### src/rtl/gray_counter_n.sv
// Width-generic binary/Gray up-down counter.
// Registered binary, Gray and terminal-count views.
module gray_counter_n #(
  parameter int WIDTH = 3,
  parameter bit WRAP  = 1'b1
) (
  input  logic             clk,
  input  logic             rst_n,
  input  logic             en,
  input  logic             up,
  input  logic             load,
  input  logic [WIDTH-1:0] load_gray,
  output logic [WIDTH-1:0] bin,
  output logic [WIDTH-1:0] gray,
  output logic             tc
);

  localparam logic [WIDTH-1:0] MAX = '1;

  logic [WIDTH-1:0] load_bin;
  logic [WIDTH-1:0] bin_nxt;
  logic [WIDTH-1:0] gray_nxt;
  logic             tc_nxt;
  logic             at_term;

  // Gray to binary: each bit is the parity of itself and all higher bits
  always_comb begin
    load_bin = '0;
    for (int i = 0; i < WIDTH; i++) begin
      load_bin[i] = ^(load_gray >> i);
    end
  end

  // Next count: load beats enable; saturate or wrap at the ends
  always_comb begin
    at_term = up ? (bin == MAX) : (bin == '0);
    bin_nxt = bin;
    tc_nxt  = 1'b0;
    unique case (1'b1)
      load: begin
        bin_nxt = load_bin;
      end
      (en && !load): begin
        tc_nxt = at_term;
        if (at_term && !WRAP) begin
          bin_nxt = bin;
        end else if (up) begin
          bin_nxt = bin + 1'b1;
        end else begin
          bin_nxt = bin - 1'b1;
        end
      end
      default: begin
        bin_nxt = bin;
      end
    endcase
    gray_nxt = bin_nxt ^ (bin_nxt >> 1);
  end

  // All three views move together on the same edge
  always_ff @(posedge clk or negedge rst_n) begin
    if (!rst_n) begin
      bin  <= '0;
      gray <= '0;
      tc   <= 1'b0;
    end else begin
      bin  <= bin_nxt;
      gray <= gray_nxt;
      tc   <= tc_nxt;
    end
  end

endmodule

### config.mk
export PLATFORM = sky130hd
export DESIGN_NAME = gray_counter_n
export DESIGN_NICKNAME = d
export VERILOG_FILES = /design/src/rtl/gray_counter_n.sv
export SDC_FILE = /design/constraint.sdc
export NUM_CORES = 1
export LEC_CHECK = 0
export ABC_AREA = 1
export ABC_CLOCK_PERIOD_IN_PS = 4000
export CORE_AREA = 4 4 41 43
export DETAILED_ROUTE_END_ITERATION = 10
export DIE_AREA = 0 0 45 47
export SLEW_MARGIN = 5
export SYNTH_ARGS = -nofsm -noshare
export SYNTH_HDL_FRONTEND = slang
export SYNTH_SLANG_ARGS = --single-unit
### constraint.sdc
create_clock -name clk -period 4 [get_ports clk]
set_input_delay 0.8 -clock clk [delete_from_list [all_inputs] [get_ports clk]]
set_output_delay 0.8 -clock clk [all_outputs]
set_load 0.05 [all_outputs]
==> metrics <==
status finished, final reports clean; Combinational Power Share 0.483; worst rel slew slack 0.6687; number of maximum-capacitance violations 0; Synth cell types 13; layout filler cell count 146; area of the core 1301 um^2; critical path arrival 1.54 ns; GP Congestion 0.6712; effective utilization at floorplan 0.2971; IO Count 15; # diodes 0; Gates resized, CTS repair 0; portion of the clock cycle consumed by the worst path in the final layout 0.5846; worst-case setup slack after placement 1.654 ns; Yosys top cell by area sky130_fd_sc_hd__dfrtp_1; post-CTS setup-driven buffer insertion count 0; Final WS setup 1.662 ns; total DRC errors in the routed layout 0; number of detailed-routing iterations run before antenna repair 2; total number of placement rows 13; Worst Hold End tc; total vias in the final route 361; Slowest-stage cell, CP sky130_fd_sc_hd__clkdlybuf4s50_1; worst r2r dst gray[1]; slew at the pin with the worst max-slew slack 0.4954 ns; Global Route Usage Sum 0.09490; Clock Sinks 6; synthesized netlist net count 61; via count of the first global-routing pass 371; leak pwr 0.2912 nW; DR vias/cell 4.349; sum of buffers and inverters on the critical path 1; placed instance count 80; Setup TNS 0 ns; cts bufs inserted 3; Worst Path Required 3.20 ns; clock group share of total power 0.212; Non-Filler Instances 83; Final Slew Violations 0; final setup violation count 0; WHS Path Cells 2; register bit total from synthesis 6; hold violation count in the final report 0; CTS tree done; kind of critical path reg -> out; Port Buffer Count 14; Seq/Total Area, Yosys 0.3883; DRT antenna net count 0; Peak Freq 427.7 MHz; count of routing violations after the opening detailed-route iteration 1; clock transition time at the flip-flop clock pins of the worst setup and hold paths 0.05 ns; buffers from clock root to sink, at most 2; r2r worst-path depth 8; final worst clock skew 0.006510 ns; RSZ-0062 raised after global routing no; area share of the largest cell type after synthesis 0.3883; die area 2115 um^2; PwrDens 467.6 nW/um^2; fin nets 79; maximum ir drop on the vdd rail 0.1297 mV; warnings from Yosys 0; netlist area before placement 386.6 um^2; Synth-to-Final Area Change 44.98%; hold path start bin[0]; mean post-synth cell area 7.435 um^2; proportion of layout cells with a drive suffix above 1 0.1765; reg-to-reg setup timing slack 2.50 ns; cells along the critical path clkdlybuf4s50_1; Largest stage delay, worst path 0.84 ns; CP Launch Type flop; gate count after technology mapping 52; switching fraction of total power 0.4285; WL per Instance 9.277 um; CTS H-tree depth 1; total wire length after detailed routing 770 um; critical path peak fanout 5; crit end category output port; post-route total power 0.0002621 W; hold buffer count at CTS 0; initial antenna violation count 0; die width 45 um; maximum number of pins on one net before global-route repair 7; global-route wire length before repair 1.414 mm; largest cells by area after synthesis sky130_fd_sc_hd__dfrtp_1, sky130_fd_sc_hd__nand2_1, sky130_fd_sc_hd__inv_1; worst reg2reg startpoint bin[0]; final global-route overflow total 0; clock root buffer sky130_fd_sc_hd__clkbuf_4; Chip Height 47 um; total half-perimeter wirelength after legalization and detailed placement 650.5 um; Net Switching 0.0001123 W; clk_lat worst skew 0.25 ns; shortest clock period the worst path allows after layout 2.338 ns; proportion of power drawn by flip-flops and latches 0.305; type of the most critical hold path reg -> reg; internal power 0.0001498 W; Top delay family on crit path buffers and inverters
[per-stage QoR]
step | area, um^2 | utilization | hold slack (ns)
after floorplan | 386.6 | - | 0.5044
after global placement | 538.0 | 0.4135 | 0.5826
after detailed placement | 538.0 | 0.4135 | 0.5808
after CTS | 560.5 | 0.4308 | 0.5871
after global routing | 560.5 | 0.4308 | 0.6134
final | 560.5 | 0.4308 | 0.5814
[cell families after synthesis]
group	count (synthesis)	share of synthesized area
AND/OR/NAND/NOR	29	0.3463
buffers and inverters	13	0.1359
flip-flops	6	0.3883
AO/OA/AOI/OAI	3	0.07767
adder cells (fa/ha/maj)	1	0.05178
[power by group through the flow]
stage / Clock, W / Combinational, W / Sequential (W)
after CTS: 0.0000578 / 0.000128 / 0.0000804
after global routing: 0.0000614 / 0.000137 / 0.0000820
after global placement: 0 / 0.000126 / 0.0000808
after floorplan: 0 / 0.0000463 / 0.000120
after detailed placement: 0 / 0.000127 / 0.0000813
final: 0.0000556 / 0.000126 / 0.0000800
[cell type report]
class | instances | area [um^2] | share of cell area
Clock buffer | 3 | 22.52 | 0.04018
Multi-Input combinational cell | 33 | 183.9 | 0.3281
Sequential cell | 6 | 150.1 | 0.2679
Inverter | 12 | 45.04 | 0.08036
Tap cell | 15 | 18.77 | 0.03348
Timing Repair Buffer | 14 | 140.1 | 0.2500
[metal layers]
metal  share of wire  vias up  track usage
li1                -      193            -
met1            0.42      151       0.1028
met2            0.47       15       0.1610
met3           0.086        2      0.02299
met4           0.026        0      0.07018
met5               0        -            0
[registers in the layout, summed over array words and instances, names as in the netlist]
register	flops
tc	1
gray	2
bin	3
[worst max path at each step]
stage / from / cells after the start / to / slack [ns]
final: bin[2] / 1 / bin[2] / 1.66
after global routing: bin[2] / 1 / bin[2] / 1.60
after CTS: bin[2] / 1 / bin[2] / 1.65
after detailed placement: up / 7 / gray[1] / 1.65
after global placement: up / 7 / gray[1] / 1.69
after floorplan: bin[0] / 7 / gray[0] / 2.21
[layout by cell type (no fill, tap or decap), drive strengths merged]
master / n
clkdlybuf4s50: 14
nand2: 19
inv: 12
a22oi: 1
nor2: 2
o21ai: 1
dfrtp: 6
nand3: 8
a221oi: 1
clkbuf: 3
fa: 1
[Yosys cell counts]
master,n
sky130_fd_sc_hd__buf_4,1
sky130_fd_sc_hd__nand2_2,2
sky130_fd_sc_hd__a22oi_2,1
sky130_fd_sc_hd__inv_1,10
sky130_fd_sc_hd__inv_2,2
sky130_fd_sc_hd__nand3_1,7
sky130_fd_sc_hd__nand2_1,17
sky130_fd_sc_hd__o21ai_2,1
sky130_fd_sc_hd__nor2_2,2
sky130_fd_sc_hd__nand3_2,1
sky130_fd_sc_hd__a221oi_1,1
sky130_fd_sc_hd__fa_1,1
sky130_fd_sc_hd__dfrtp_1,6
Note: power is estimated with default switching activity, not from simulation.
